===== src/rtl/pipe_stage_reg.sv =====
// pipe_stage_reg: generic inter-stage register for the five-stage MIPS core.
// Carries an opaque payload plus PC, branch-delay flag and exception code.
// Per-cycle action priority: req > eret > hold > bubble > advance.
// Two saturating counters record bubbles inserted and req/eret flushes.
module pipe_stage_reg #(
  parameter int unsigned        DATA_W   = 128,
  parameter int unsigned        PC_W     = 32,
  parameter int unsigned        EXC_W    = 5,
  parameter logic [PC_W-1:0]    RESET_PC = 32'h0000_3000,
  parameter logic [PC_W-1:0]    EXC_PC   = 32'h0000_4180,
  parameter int unsigned        CNT_W    = 16
) (
  input  logic              clk_i,
  input  logic              reset_i,
  input  logic              req_i,
  input  logic              eret_i,
  input  logic [PC_W-1:0]   epc_i,
  input  logic              hold_i,
  input  logic              bubble_i,
  input  logic              in_valid_i,
  input  logic [DATA_W-1:0] in_data_i,
  input  logic [PC_W-1:0]   in_pc_i,
  input  logic              in_bd_i,
  input  logic [EXC_W-1:0]  in_exc_i,
  input  logic [EXC_W-1:0]  local_exc_i,
  input  logic              cnt_clr_i,
  output logic              out_valid_o,
  output logic [DATA_W-1:0] out_data_o,
  output logic [PC_W-1:0]   out_pc_o,
  output logic              out_bd_o,
  output logic [EXC_W-1:0]  out_exc_o,
  output logic [CNT_W-1:0]  bubble_cnt_o,
  output logic [CNT_W-1:0]  flush_cnt_o
);

  logic              valid_q, valid_d;
  logic [DATA_W-1:0] data_q,  data_d;
  logic [PC_W-1:0]   pc_q,    pc_d;
  logic              bd_q,    bd_d;
  logic [EXC_W-1:0]  exc_q,   exc_d;
  logic [CNT_W-1:0]  bubble_cnt_q, bubble_cnt_d;
  logic [CNT_W-1:0]  flush_cnt_q,  flush_cnt_d;

  logic             flush_evt;
  logic             bubble_evt;
  logic [EXC_W-1:0] exc_merged;

  // A flush is never masked by hold; a bubble only counts when it actually lands.
  assign flush_evt  = req_i | eret_i;
  assign bubble_evt = ~flush_evt & ~hold_i & bubble_i;

  // Earlier-stage exception code always wins over one raised in the upstream stage.
  assign exc_merged = (in_exc_i != '0) ? in_exc_i : local_exc_i;

  // Next-state payload selection in priority order.
  always_comb begin
    valid_d = valid_q;
    data_d  = data_q;
    pc_d    = pc_q;
    bd_d    = bd_q;
    exc_d   = exc_q;
    if (req_i) begin
      valid_d = 1'b0;
      data_d  = '0;
      bd_d    = 1'b0;
      exc_d   = '0;
      pc_d    = EXC_PC;
    end else if (eret_i) begin
      valid_d = 1'b0;
      data_d  = '0;
      bd_d    = 1'b0;
      exc_d   = '0;
      pc_d    = epc_i;
    end else if (hold_i) begin
      valid_d = valid_q;
    end else if (bubble_i) begin
      // PC and BD are kept so a later exception can still report the right EPC.
      valid_d = 1'b0;
      data_d  = '0;
      exc_d   = '0;
      pc_d    = in_pc_i;
      bd_d    = in_bd_i;
    end else begin
      valid_d = in_valid_i;
      data_d  = in_data_i;
      pc_d    = in_pc_i;
      bd_d    = in_bd_i;
      exc_d   = in_valid_i ? exc_merged : '0;
    end
  end

  // Saturating counters; clear beats any increment in the same cycle.
  always_comb begin
    bubble_cnt_d = bubble_cnt_q;
    flush_cnt_d  = flush_cnt_q;
    if (cnt_clr_i) begin
      bubble_cnt_d = '0;
      flush_cnt_d  = '0;
    end else begin
      if (bubble_evt && (bubble_cnt_q != '1)) begin
        bubble_cnt_d = bubble_cnt_q + 1'b1;
      end
      if (flush_evt && (flush_cnt_q != '1)) begin
        flush_cnt_d = flush_cnt_q + 1'b1;
      end
    end
  end

  // Payload and counter registers with asynchronous reset.
  always_ff @(posedge clk_i or posedge reset_i) begin
    if (reset_i) begin
      valid_q      <= 1'b0;
      data_q       <= '0;
      pc_q         <= RESET_PC;
      bd_q         <= 1'b0;
      exc_q        <= '0;
      bubble_cnt_q <= '0;
      flush_cnt_q  <= '0;
    end else begin
      valid_q      <= valid_d;
      data_q       <= data_d;
      pc_q         <= pc_d;
      bd_q         <= bd_d;
      exc_q        <= exc_d;
      bubble_cnt_q <= bubble_cnt_d;
      flush_cnt_q  <= flush_cnt_d;
    end
  end

  assign out_valid_o  = valid_q;
  assign out_data_o   = data_q;
  assign out_pc_o     = pc_q;
  assign out_bd_o     = bd_q;
  assign out_exc_o    = exc_q;
  assign bubble_cnt_o = bubble_cnt_q;
  assign flush_cnt_o  = flush_cnt_q;

endmodule


===== config.mk =====
export PLATFORM = sky130hd
export DESIGN_NAME = pipe_stage_reg
export DESIGN_NICKNAME = d
export VERILOG_FILES = /design/src/rtl/pipe_stage_reg.sv
export SDC_FILE = /design/constraint.sdc
export NUM_CORES = 1
export LEC_CHECK = 0
export ABC_AREA = 1
export CORE_AREA = 2 2 158 160
export CTS_CLUSTER_DIAMETER = 50
export DETAILED_ROUTE_END_ITERATION = 8
export DIE_AREA = 0 0 160 162
export DONT_BUFFER_PORTS = 1
export PLACE_DENSITY = 0.45
export SLEW_MARGIN = 5
export SYNTH_ARGS = -nofsm -noshare
export SYNTH_HDL_FRONTEND = slang
export SYNTH_SLANG_ARGS = --single-unit

===== constraint.sdc =====
create_clock -name clk_i -period 7.4 [get_ports clk_i]
set_clock_uncertainty 0.05 [all_clocks]
set_input_delay 0.74 -clock clk_i [delete_from_list [all_inputs] [get_ports clk_i]]
set_output_delay 0.74 -clock clk_i [all_outputs]
set_load 0.1 [all_outputs]

; After elaboration in Yosys (flattened, before gate mapping)
; Index checks and enable logic that the tools add are counted.
[classes]
eq_ne = 3
n_bitwise = 5
n_reduce_logical = 5
addsub = 2
muxes = 24
[op_table]
columns = op, n
row1 = $mux W128, 4
row2 = $mux W32, 3
row3 = $mux W16, 4
row4 = $add A16 B1 Y16 const B, 2
row5 = $ne A16 B16 Y1 const B, 2
row6 = $mux W5, 6
row7 = $mux W1, 7
row8 = $reduce_bool A5 Y1, 1
row9 = $reduce_bool A2 Y1, 2
row10 = $ne A3 B3 Y1 const B, 1
row11 = $and A1 B1 Y1, 2
row12 = $logic_and A1 B1 Y1, 2
row13 = $not A1 Y1, 2
row14 = $or A1 B1 Y1, 1
[word_totals]
regBits = 199
input_bits = 211

; Logic depth before layout (Yosys ltp)
; Gate-level depths: netlist of run 1.
[logic_depth]
ltp_word = 7
ltp_mapped = 10
depth_no_buf = 9

; Worst setup path after synthesis of run 1
; Ideal clock, no wire load.
[synth_timing]
path_kind = register to register
from = reg flush_cnt_q[1] (netlist: flush_cnt_o[1])
to = reg flush_cnt_q[2] (netlist: flush_cnt_o[2])
setup_time_ns = 0.068
t_arrival_ns = 2.181
period_less_slack_ns = 2.299
path_stages_with_launch = 11
n_path_buf = 1
slack_ns = 5.101
path_cell_list = dfrtp_1 ha_1 nand3_2 inv_2 nand2_2 nor2_2 nor2_4 nor2_8 buf_6 nand2_1 nand2_1
[synth_between]
elab_chain_cells = 3
[synth_lines]
columns = item, line_no
row1 = start: declaration, 42  ; logic [CNT_W-1:0] flush_cnt_q, flush_cnt_d;
row2 = start signal: assignment, 126  ; flush_cnt_q <= flush_cnt_d;
row3 = $add A16 B1 Y16 or $ne A16 B16 Y1 (tied branches), "104, 103"
row4 = $mux W16 or $logic_and A1 B1 Y1 (tied branches), 103  ; if (flush_evt && (flush_cnt_q != '1)) begin
row5 = $mux W16 or $reduce_bool A2 Y1 (tied branches), n/a
; Several ways; a longest one is shown, not always the timed one. The select of a mux whose other input is x is not followed.
; A chain may end at the register's enable or synchronous reset.

; Worst setup path after layout of run 1
[layout_timing]
from = reg flush_cnt_q[1] (netlist: flush_cnt_o[1])
to = reg flush_cnt_q[12] (netlist: flush_cnt_o[12])
; The elaborated chain is that of the path after synthesis.

==> results.yml, run 1 <==
clocking:
  cts_sinks: 199
  cts_setup_buffers: 0
  insertion_delay_ns: 0.43
  cts_buffer_depth: 2
  clk_pin_slew_ns: 0.08
  holdBufCountCts: 0
  cts_tree: "yes"
  cts_buffers: 17
  cts-root-buf: "clkbuf_16"
  cts_resized: 0
  htreeDepth: 4
critical_path:
  required_ns: 7.71
  crit_path_max_fanout: 16
  end_kind: "flop"
  cp.arrival_ns: 2.94
  startpoint_type: "flop"
  criticalPathCategory: "flop to flop"
placed_design:
  io_buffers: 0
  globalplace.congestion: 0.825
  hpwl_mm: 16.9
synth:
  async_flop_share_pct: 100
  ys_warn_count: 0
  synth_seq_area_share_pct: 59.3
  avgSynthCellArea_um2: 10.9
  synth-xor-area-share_pct: 1.04
  synthMuxAreaShare_pct: 3.46
  synth_cell_types: 29
  synth-edff-count: 0
  synth_seq_cells: 199
  syn-num-nets: 981
  ys.flop_type: "dfrtp_1"
  synth_top_family_by_area: "compound AO/OA/AOI/OAI gates"
  synth-compound-area-share_pct: 16.5
  synth_fa_ha_area_share_pct: 0.298
  syn_inst: 768
  syn_area_um2: 8400
  synth-simple-area-share_pct: 14.4
die:
  core_um2: 24100
  die_y_um: 162
  initial_core_util_pct: 34.8
  num_rows: 57
  fp.dieW_um: 160
  die-area_um2: 25900
  num_io_pins: 410
timing:
  rsz0062_at_grt: "no"
  worst_slew_pin_slew_ns: 1.11
  hold_viol_final: 0
  setup_violations: 0
  setup_tns_ns: 0
  fmax_mhz: 381
  finalCritPeriodShare_pct: 35.5
  min_period_ns: 2.63
  slew_headroom_pct: 25.9
  slew_viol_final: 0
power_and_ir_drop:
  p_switching_uw: 787
  sequentialPowerShare_pct: 56.2
  power_frac_clock_pct: 39.9
  combinationalPowerShare_pct: 3.9
  p_int_mw: 1.63
  power_density_nw_per_um2: 263
  leakage_nw: 4.40
  peakVddDrop_mv: 0.132
  p_sw_share_pct: 32.5
global_routing:
  grt.total_usage_pct: 17.4
  grt_pass1_vias: 5738
  overflow: 0
  grt_max_degree: 110
  antenna_found_initial: 1
  grt_pass1_wl_mm: 34.9
run:
  maxCapViolations: 0
drt:
  wirelength_mm: 23.5
  ant_nets: 0
  drt-initial-drc-count: 430
  viasPerCell: 5.35
  drcViolationCount: 0
  post_drt_wl_per_cell_um: 21.7
  num_vias: 5790
  dr.pass1.iters: 4
final_layout:
  drive_gt1_share_pct: 8.43
  antennaDiodeCount: 0
  post-route-util_pct: 38.1
  syn_to_final_growth_pct: 9.46
  nNetsFinal: 959
hold_path:
  holdCritPathClass: "input port to async pin"
run_status:
  outcome: "complete, no violations"
## per-stage QoR
stage / hold WS (ns) / cell area [um2] / power (mW) / setup slack (ns) / instances
after global placement: 0.672 / 8570 / 1.48 / 4.53 / 1051
after global routing: 0.281 / 9190 / 2.52 / 4.62 / 1083
after detailed placement: 0.679 / 8570 / 1.48 / 4.41 / 1051
final: 0.204 / 9190 / 2.42 / 4.77 / 1083
after floorplan: 0.644 / 8400 / 1.46 / 1.19 / 768
after CTS: 0.272 / 9190 / 2.45 / 4.78 / 1083
## power by group through the flow
stage                     Combinational [mW]  Clock [mW]  Sequential [mW]
after CTS                             0.0967       0.995             1.36
after global routing                   0.107        1.04             1.36
after detailed placement              0.0973           0             1.38
final                                 0.0936       0.966             1.36
after floorplan                       0.0849           0             1.37
after global placement                0.0923           0             1.38
## critical path, stage by stage (launching register included)
cell     delay, ns
dfrtp_1       1.01
ha_1          0.36
nand3_2       0.17
inv_2         0.17
nand2_2       0.09
nor2_2        0.16
nor2_4        0.12
nor2_8        0.23
nand2_1       0.09
nand2_1       0.11
## synthesized netlist by cell type, types with 4 or more instances
cell / instances / area, um2
buf_4: 17 / 128
a31oi_1: 5 / 31.3
nand4_1: 25 / 156
nand2_1: 157 / 589
inv_1: 31 / 116
xor2_1: 10 / 87.6
nor2_1: 46 / 173
dfrtp_1: 197 / 4930
nand2_2: 4 / 25.0
nor2_2: 5 / 31.3
buf_2: 24 / 120
o21ai_0: 26 / 130
nand3_1: 19 / 95.1
inv_2: 5 / 18.8
a22o_1: 129 / 1130
mux2i_1: 29 / 290
o21ai_1: 12 / 60.1
nor2_4: 5 / 56.3
o21bai_1: 5 / 37.5
## path summary, 6_finish.rpt
path                                                 start                           to  slack, ns  cells past startpoint
worst max register to register  flush_cnt_o[1]$_DFFE_PP0P_  flush_cnt_o[12]$_DFFE_PP0P_       4.77                      9
worst min-delay path                               reset_i   out_data_o[91]$_DFFE_PP0P_       0.20                      1
min in group clk_i                           in_data_i[92]   out_data_o[92]$_DFFE_PP0P_       0.39                      1
worst max-delay path            flush_cnt_o[1]$_DFFE_PP0P_  flush_cnt_o[12]$_DFFE_PP0P_       4.77                      9
worst min register to register    out_pc_o[13]$_DFFE_PP1P_     out_pc_o[13]$_DFFE_PP1P_       0.68                      2
max in group asynchronous                          reset_i   out_data_o[97]$_DFFE_PP0P_       5.38                      2
## cells by family after synthesis
kind of cell / count (synthesis)
flip-flops: 199
multiplexers: 29
AND/OR/NAND/NOR: 269
adder cells (fa/ha/maj): 2
AO/OA/AOI/OAI: 177
XOR/XNOR: 10
buffers and inverters: 82
## cell type report
class	instances	area, um2
fill	2343	14900
clock inverter	15	198
timing repair buffer	5	37.5
inverter	36	145
multi-input combinational	487	3000
clock buffer	17	425
sequential	199	4980
tap	324	405
## layout by cell type, fill, tap and decap left out, types with 4 or more instances in the layout
| cell | instances |
|---|---|
| nor2_4 | 5 |
| inv_6 | 4 |
| nor2_1 | 46 |
| clkbuf_16 | 17 |
| o21ai_0 | 26 |
| nand2_1 | 157 |
| o21ai_1 | 12 |
| nand3_1 | 19 |
| a22o_1 | 129 |
| o21bai_1 | 5 |
| dfrtp_1 | 197 |
| buf_4 | 5 |
| mux2i_1 | 29 |
| inv_1 | 30 |
| inv_2 | 4 |
| a31oi_1 | 5 |
| clkinv_8 | 4 |
| nor2_2 | 5 |
| nand4_1 | 25 |
| xor2_1 | 10 |
| nand2_2 | 4 |
| inv_8 | 4 |
## per-layer routing
metal,vias to the layer above,GRT usage [%],part of all wire (%)
met2,300,31.1,52
met4,2,5.36,1.7
li1,2631,-,-
met5,-,0,0.068
met1,2834,19.8,38
met3,23,5.67,8.1
## state kept, by name, summed over array words and instances, names as in the netlist
name,cells
bubble_cnt_o,16
flush_cnt_o,16
out_bd_o,1
out_data_o,128
out_exc_o,5
out_pc_o,32
out_valid_o,1
Note: power is estimated with default switching activity, not from simulation.
==> inputs of run 2 (changes only) <==
==> constraint.sdc (replaced) <==
create_clock -name clk_i -period 2.5 [get_ports clk_i]
set_clock_uncertainty 0.05 [all_clocks]
set_input_delay 0.25 -clock clk_i [delete_from_list [all_inputs] [get_ports clk_i]]
set_output_delay 0.25 -clock clk_i [all_outputs]
set_load 0.1 [all_outputs]
==> results.yml, run 2 (same netlist as run 1, synthesis figures left out) <==
timing:
  rsz0062_at_grt: "no"
  hold_viol_final: 0
  min_period_ns: 2.02
  setup_violations: 0
  fmax_mhz: 496
  worst_slew_pin_slew_ns: 0.936
  setup_tns_ns: 0
  slew_headroom_pct: 37.6
  slew_viol_final: 0
  finalCritPeriodShare_pct: 80.6
final_layout:
  mostFrequentLayoutCell: "dfrtp_1"
  antennaDiodeCount: 0
  largest_reg_flops: 128
  nNetsFinal: 1326
  syn_to_final_growth_pct: 48.6
  fillers: 2044
  drive_gt1_share_pct: 21.1
  post-route-util_pct: 51.8
  layout_common_cells: "dfrtp_1 (197), dlygate4sd3_1 (193), buf_4 (174), nand2_1 (157), a22o_1 (129)"
drt:
  viasPerCell: 5.06
  drt-initial-drc-count: 456
  num_vias: 7343
  ant_nets: 0
  wirelength_mm: 27.5
  post_drt_wl_per_cell_um: 19.0
  dr.pass1.iters: 5
  drcViolationCount: 0
power_and_ir_drop:
  p_switching_mw: 2.47
  p_sw_share_pct: 32.8
  combinationalPowerShare_pct: 15.1
  peakVddDrop_mv: 0.356
  power_frac_clock_pct: 37.5
  leakage_nw: 6.14
  power_density_nw_per_um2: 604
  p_int_mw: 5.06
  sequentialPowerShare_pct: 47.4
clocking:
  clk_pin_slew_ns: 0.08
  insertion_delay_ns: 0.44
  htreeDepth: 4
  cts_sinks: 199
  cts_buffers: 17
  cts_tree: "yes"
  cts-root-buf: "clkbuf_16"
  cts_buffer_depth: 2
  cts_setup_buffers: 0
critical_path:
  path_cells: "dlygate4sd3_1, mux2i_1, dlygate4sd3_1, o21ai_1"
  worstSetupStartpoint: "eret_i"
  rr_worst_depth: 3
  cp_slowest_cell: "dlygate4sd3_1"
  cp_slowest_stage_delay_ns: 1.04
  end_kind: "flop"
  cpLargestDelayFamily: "buffers and inverters"
  required_ns: 2.74
  startpoint_type: "input port"
  r2r-end: "out_pc_o[14]$_DFFE_PP0P_"
  crit_top_cell: "dlygate4sd3_1"
  r2r_start: "out_pc_o[14]$_DFFE_PP0P_"
  criticalPathCategory: "input port to flop"
  cp_num_cells: 4
  crit_path_max_fanout: 24
  critical_path_buf_inv_count: 2
  cp.arrival_ns: 2.25
  crit_end: "out_pc_o[17]$_DFFE_PP0P_"
  r2r_setup_slack_ns: 0.55
global_routing:
  grt_pass1_vias: 7571
  grt.total_usage_pct: 20.9
  antenna_found_initial: 2
  grt_pass1_wl_mm: 42.9
  grt_max_degree: 166
  overflow: 0
die:
  initial_core_util_pct: 34.8
  die-area_um2: 25900
  die_y_um: 162
  fp.dieW_um: 160
  num_rows: 57
  num_io_pins: 410
  core_um2: 24100
placed_design:
  io_buffers: 0
  globalplace.congestion: 0.813
  hpwl_mm: 17.7
run_status:
  outcome: "complete, no violations"
run:
  maxCapViolations: 0
hold_path:
  holdCritPathClass: "input port to flop"
-- run 2: cell types whose count changed in the layout (fill, tap and decap cells not counted), sizes merged --
cell         before  now
clkinv            6    4
buf               5  179
dlygate4sd3       0  193
inv              44   45
clkinvlp          0    2
bufinv            1    0
-- run 2: power by group through the flow --
stage	clock network [mW]	logic [mW]	registers [mW]
4_1_cts	2.92	1.13	3.57
5_1_grt	3.09	1.19	3.58
3_3_place_gp	0	0.843	3.64
2_1_floorplan	0	0.252	4.07
6_report	2.83	1.14	3.58
3_5_place_dp	0	0.855	3.64
-- run 2: area by class of cell --
type,instances,area [um2],area share (%)
Sequential cell,199,4980,39.9
Timing Repair Buffer,372,3340,26.7
Multi-Input combinational cell,487,3000,24.0
Clock buffer,17,425,3.41
Tap cell,324,405,3.25
Clock inverter,15,190,1.52
Inverter,36,141,1.13
-- run 2: through the flow --
stage	area, um2	power [mW]	worst slack (ns)	hold slack (ns)	std cells
2_1_floorplan	8400	4.32	-0.373	0.333	768
6_report	12500	7.54	0.484	0.0140	1450
5_1_grt	12500	7.86	0.392	0.0242	1450
4_1_cts	12500	7.63	0.625	0.000984	1450
3_3_place_gp	9940	4.48	0.719	0.242	1225
3_5_place_dp	9940	4.49	0.689	0.255	1225
-- run 2: metal layers --
metal | up-vias | track usage [%] | routed length, um
met2 | 343 | 38.3 | 14600
met4 | 4 | 6.47 | 509
met1 | 3591 | 23.6 | 10400
li1 | 3363 | - | -
met3 | 42 | 5.90 | 2040
met5 | - | 0 | 27
-- run 2: worst min-delay path by stage --
stage / startpoint / to / cells past startpoint
finish: in_pc_i[25] / out_pc_o[25]$_DFFE_PP0P_ / 2
detailed placement: reset_i / out_data_o[24]$_DFFE_PP0P_ / 2
CTS: in_pc_i[25] / out_pc_o[25]$_DFFE_PP0P_ / 2
global placement: reset_i / out_data_o[24]$_DFFE_PP0P_ / 2
floorplan: in_data_i[123] / out_data_o[123]$_DFFE_PP0P_ / 1
global route: in_exc_i[2] / out_exc_o[2]$_DFFE_PP0P_ / 2
-- run 2: repair_timing --
item	4_1_cts	5_1_grt
setup endpoints to repair	0	0
hold buffers	193	0
endpoints found under the hold margin	382	0
gates resized for setup	0	0
==> inputs of run 3 (changes only) <==
==> constraint.sdc (replaced) <==
create_clock -name clk_i -period 2.1 [get_ports clk_i]
set_clock_uncertainty 0.05 [all_clocks]
set_input_delay 0.21 -clock clk_i [delete_from_list [all_inputs] [get_ports clk_i]]
set_output_delay 0.21 -clock clk_i [all_outputs]
set_load 0.1 [all_outputs]
==> results.yml, run 3 (same netlist as run 1, synthesis figures left out) <==
power_and_ir_drop:
  power_density_nw_per_um2: 710
  peakVddDrop_mv: 0.485
  leakage_nw: 6.37
  total_power_mw: 9.17
timing:
  slew_viol_final: 0
  slew_headroom_pct: 65.4
  min_period_ns: 1.83
  hold_viol_final: 0
  rsz0062_at_grt: "no"
  setup_tns_ns: 0
  fmax_mhz: 547
  worst_slew_pin_slew_ns: 0.513
  finalCritPeriodShare_pct: 87.0
  setup_violations: 0
critical_path:
  r2r_setup_slack_ns: 0.27
  worstSetupStartpoint: "bubble_cnt_o[0]$_DFFE_PP0P_"
  crit_path_max_fanout: 12
  required_ns: 2.37
  end_kind: "flop"
  r2r-end: "bubble_cnt_o[14]$_DFFE_PP0P_"
  crit_end: "bubble_cnt_o[14]$_DFFE_PP0P_"
  cp.arrival_ns: 2.09
  r2r_start: "bubble_cnt_o[0]$_DFFE_PP0P_"
  startpoint_type: "flop"
  rr_worst_depth: 9
  criticalPathCategory: "flop to flop"
die:
  fp.dieW_um: 160
  die-area_um2: 25900
  die_y_um: 162
  core_um2: 24100
  num_io_pins: 410
  initial_core_util_pct: 34.8
  num_rows: 57
drt:
  dr.pass1.iters: 7
  viasPerCell: 5.07
  ant_nets: 0
  drt-initial-drc-count: 565
  post_drt_wl_per_cell_um: 18.5
  num_vias: 7570
  drcViolationCount: 0
  wirelength_mm: 27.6
global_routing:
  grt_pass1_wl_mm: 43.3
  antenna_found_initial: 2
  overflow: 0
  grt_max_degree: 93
  grt.total_usage_pct: 21.1
  grt_pass1_vias: 7951
final_layout:
  syn_to_final_growth_pct: 53.9
  nNetsFinal: 1369
  mostFrequentLayoutCell: "dlygate4sd3_1"
  layout_common_cells: "dlygate4sd3_1 (207), buf_4 (199), dfrtp_1 (197), nand2_1 (157), a22o_1 (129)"
  antennaDiodeCount: 0
  largest_reg_flops: 128
  fillers: 2090
  final_cells: 1493
  drive_gt1_share_pct: 22.8
clocking:
  cts-root-buf: "clkbuf_16"
  cts_resized: 0
  cts_tree: "yes"
  cts_buffers: 17
  cts_sinks: 199
  clk_pin_slew_ns: 0.09
  cts_buffer_depth: 2
  insertion_delay_ns: 0.43
  htreeDepth: 4
  cts_setup_buffers: 0
placed_design:
  io_buffers: 0
  dpl.cell_count: 1253
  hpwl_mm: 18.5
  globalplace.congestion: 0.852
run:
  maxCapViolations: 0
hold_path:
  holdCritPathClass: "input port to flop"
run_status:
  outcome: "complete, no violations"
-- run 3: changes by cell type in the layout (fill, tap and decap cells not counted), sizes merged --
cell | before | now
clkinv | 4 | 8
bufinv | 0 | 1
dlygate4sd3 | 193 | 207
clkinvlp | 2 | 1
inv | 45 | 41
buf | 179 | 208
-- run 3: how the worst min path moves through the flow --
stage | from | to | cells after the start
detailed placement | reset_i | out_data_o[25]$_DFFE_PP0P_ | 2
finish | in_pc_i[3] | out_pc_o[3]$_DFFE_PP0P_ | 2
CTS | in_pc_i[3] | out_pc_o[3]$_DFFE_PP0P_ | 2
global route | in_pc_i[3] | out_pc_o[3]$_DFFE_PP0P_ | 2
floorplan | in_data_i[123] | out_data_o[123]$_DFFE_PP0P_ | 1
global placement | reset_i | out_data_o[25]$_DFFE_PP0P_ | 2
-- run 3: timing repair --
item,in CTS,in global routing
endpoints found under the hold margin,389,0
setup endpoints to repair,0,0
hold buffers,208,0
-- run 3: power breakdown --
| part | switching, mW | internal, mW | total, mW |
|---|---|---|---|
| Sequential | 0.0628 | 3.93 | 4.00 |
| Combinational | 1.18 | 0.527 | 1.71 |
| Clock | 1.71 | 1.76 | 3.47 |
-- run 3: area by class of cell --
class                           instances  area (um2)  area share [%]
Clock inverter                         15         223            1.72
Inverter                               36         141            1.09
Timing Repair Buffer                  415        3750            29.0
Multi-Input combinational cell        487        3000            23.2
Sequential cell                       199        4980            38.6
Tap cell                              324         405            3.14
Clock buffer                           17         425            3.29
-- run 3: layer usage --
metal	track usage [%]	routed length (um)	vias up
met5	0	27	-
met4	7.99	713	4
met3	6.08	2020	50
met2	38.1	14400	347
met1	23.6	10500	3708
li1	-	-	3461
-- run 3: metrics by stage --
step	worst slack (ns)	hold WS (ns)	util [%]	instance area, um2
2_1_floorplan	-0.733	0.293	-	8400
3_3_place_gp	0.324	0.234	42.2	10200
3_5_place_dp	0.291	0.234	42.2	10200
4_1_cts	0.267	0.00209	53.6	12900
5_1_grt	0.105	0.0455	53.6	12900
6_report	0.273	0.0108	53.6	12900
-- run 3: worst max-delay path: stages, from the launching register on --
cell and delay [ns]:
dfrtp_1 0.39, ha_1 0.22, nand3_1 0.15, inv_1 0.06, nand2_1 0.09, nor2_2 0.06, nor2_2 0.41, nor2_4 0.15
nand2_1 0.09, nand2_1 0.06
==> edit (flow settings as in run 1) <==
Reset style: synchronous (`reset_i`), changed in one clocked block. Comments in the files are not updated.
--- a/src/rtl/pipe_stage_reg.sv
+++ b/src/rtl/pipe_stage_reg.sv
@@ -109,3 +109,3 @@
   // Payload and counter registers with asynchronous reset.
-  always_ff @(posedge clk_i or posedge reset_i) begin
+  always_ff @(posedge clk_i) begin
     if (reset_i) begin
Check against the original RTL: differs if reset_i is asserted again (counterexample within 4 cycles, from zero or initial values and one cycle with reset_i high); with reset_i held inactive, the same outputs for 4 cycles.
==> edit against run 1 <==
- global-route usage rose by 1.8 points
- combinational power decreased by 7.8%
- highest routed layer is now met4
- routed wire length rose by 9.3%
- setup slack worse by 0.11 ns
- area after synthesis decreased by 4.9%
- critical path type unchanged
- sequential cell count did not move
- design area is 4.8% lower
- power fell by 5.2%
==> edit: results (changes against run 1) <==
* Multi-input gate area at 3550 um^2 (+18%)
* Overall routed net length at 25700 um (+9.3%)
* Synth cell types at 32 (+10%)
* Total GRT Usage at 19.2% (+1.8 points)
* Vias in the first global route at 6688 (+17%)
* Sequential power at 1.24 mW (-9%)
* CP Data Arrival Time at 3.04 ns (+0.10 ns)
* R2R Setup Slk at 4.66 ns (-0.11 ns)
* Signal buffers at 9 (+4)
* Switching part of the total at 31.1% (-1.4 points)
* Clock buffers at 17 (unchanged)
* Mux contribution to synthesized area at 0% (-3.5 points)
* Share of cells above drive strength 1 at 8.11% (-0.33 points)
* Post-synthesis sequential area ratio at 49.9% (-9.4 points)
* #MultiIn Comb at 748 (+54%)
* Global-route wire length before repair at 39000 um (+12%)
* Number of DRC markers in iteration 0 at 460 (+7.0%)
* XOR/XNOR share of the synthesized area at 1.43% (+0.38 points)
* # Post-CTS Setup Buffers at 0 (unchanged)
* Clk cell area share at 6.98% (+0.20 points)
* Non-clk buf share at 0.772% (+0.36 points)
* Comb pwr at 86.3 uW (-7.8%)
* Post-synth top cells: 367 x nand2_1, 199 x dfxtp_1, 151 x a21oi_1
* Placed cells at 1316 (+25%)
* Register share of the cell area at 45.5% (-8.7 points)
* Synth area leaders: dfxtp_1 50%, nand2_1 17%, a21oi_1 9.5%
* Mapped Avg Cell Area at 7.62 um^2 (-30%)
* Compound-cell area share of the yosys netlist at 14.6% (-1.9 points)
* VDD IR-drop max at 0.000135 V (+2.4%)
* Status: finished clean
* Fillers at 2614 (+12%)
* Leak pwr at 2.93 nW (-33%)
* Largest net degree at the start of global routing at 167 (+52%)
* Post-Syn Nets at 1261 (+29%)
* Synth Area in Adders at 0.313% (+0.016 points)
* FFs w/ async S/R, synth at 0% (-100 points)
* GP Congestion at 0.802 (-2.8%)
* Fin nets at 1224 (+28%)
* WL/cell at 19.1 um (-12%)
* DP Wirelength at 18200 um (+7.7%)
* Crit-path max FO at 11 (-5)
## edit: cell types whose count changed in the layout (fill, tap and decap cells not counted), moves of 20 or more
cell / before / now
nor3_1: 1 / 30
a21oi_1: 0 / 151
nand2_1: 157 / 367
dfrtp_1: 197 / 0
nor2_1: 46 / 73
mux2i_1: 29 / 0
dfxtp_1: 0 / 199
o21ai_0: 26 / 6
a22o_1: 129 / 0
o221ai_1: 0 / 27
## edit: worst max-delay path, cell delays in order, from the launching register on
cell     delay, ns
dfxtp_1       1.07
ha_1          0.36
nand2_1       0.09
nor2_2        0.20
nand2_1       0.12
o21ai_2       0.48
nand2_1       0.10
a21oi_1       0.20
## edit: per-layer routing
layer	global-route usage [%]	up-vias	wire length, um
met5	0	-	0
met4	6.80	0	677
met3	8.22	37	2480
met2	32.1	273	12500
met1	22.1	3171	10000
li1	-	3351	-
## edit: path summary, 6_finish.rpt
check	start	depth (start not counted)	end
worst min-delay path	reset_i	1	out_pc_o[8]$_SDFFE_PP0P_
worst max register to register	flush_cnt_o[0]$_SDFFE_PP0P_	7	flush_cnt_o[9]$_SDFFE_PP0P_
worst max-delay path	flush_cnt_o[0]$_SDFFE_PP0P_	7	flush_cnt_o[9]$_SDFFE_PP0P_
worst min register to register	flush_cnt_o[10]$_SDFFE_PP0P_	3	flush_cnt_o[10]$_SDFFE_PP0P_
## edit: stage by stage
stage	area, um^2	hold slack (ns)	setup WS, ns	power [mW]
6_report	8750	0.321	4.66	2.30
2_1_floorplan	7980	0.768	5.05	1.34
3_3_place_gp	8140	0.683	4.64	1.35
4_1_cts	8750	0.297	4.65	2.33
5_1_grt	8750	0.292	4.43	2.38
3_5_place_dp	8140	0.687	4.63	1.35
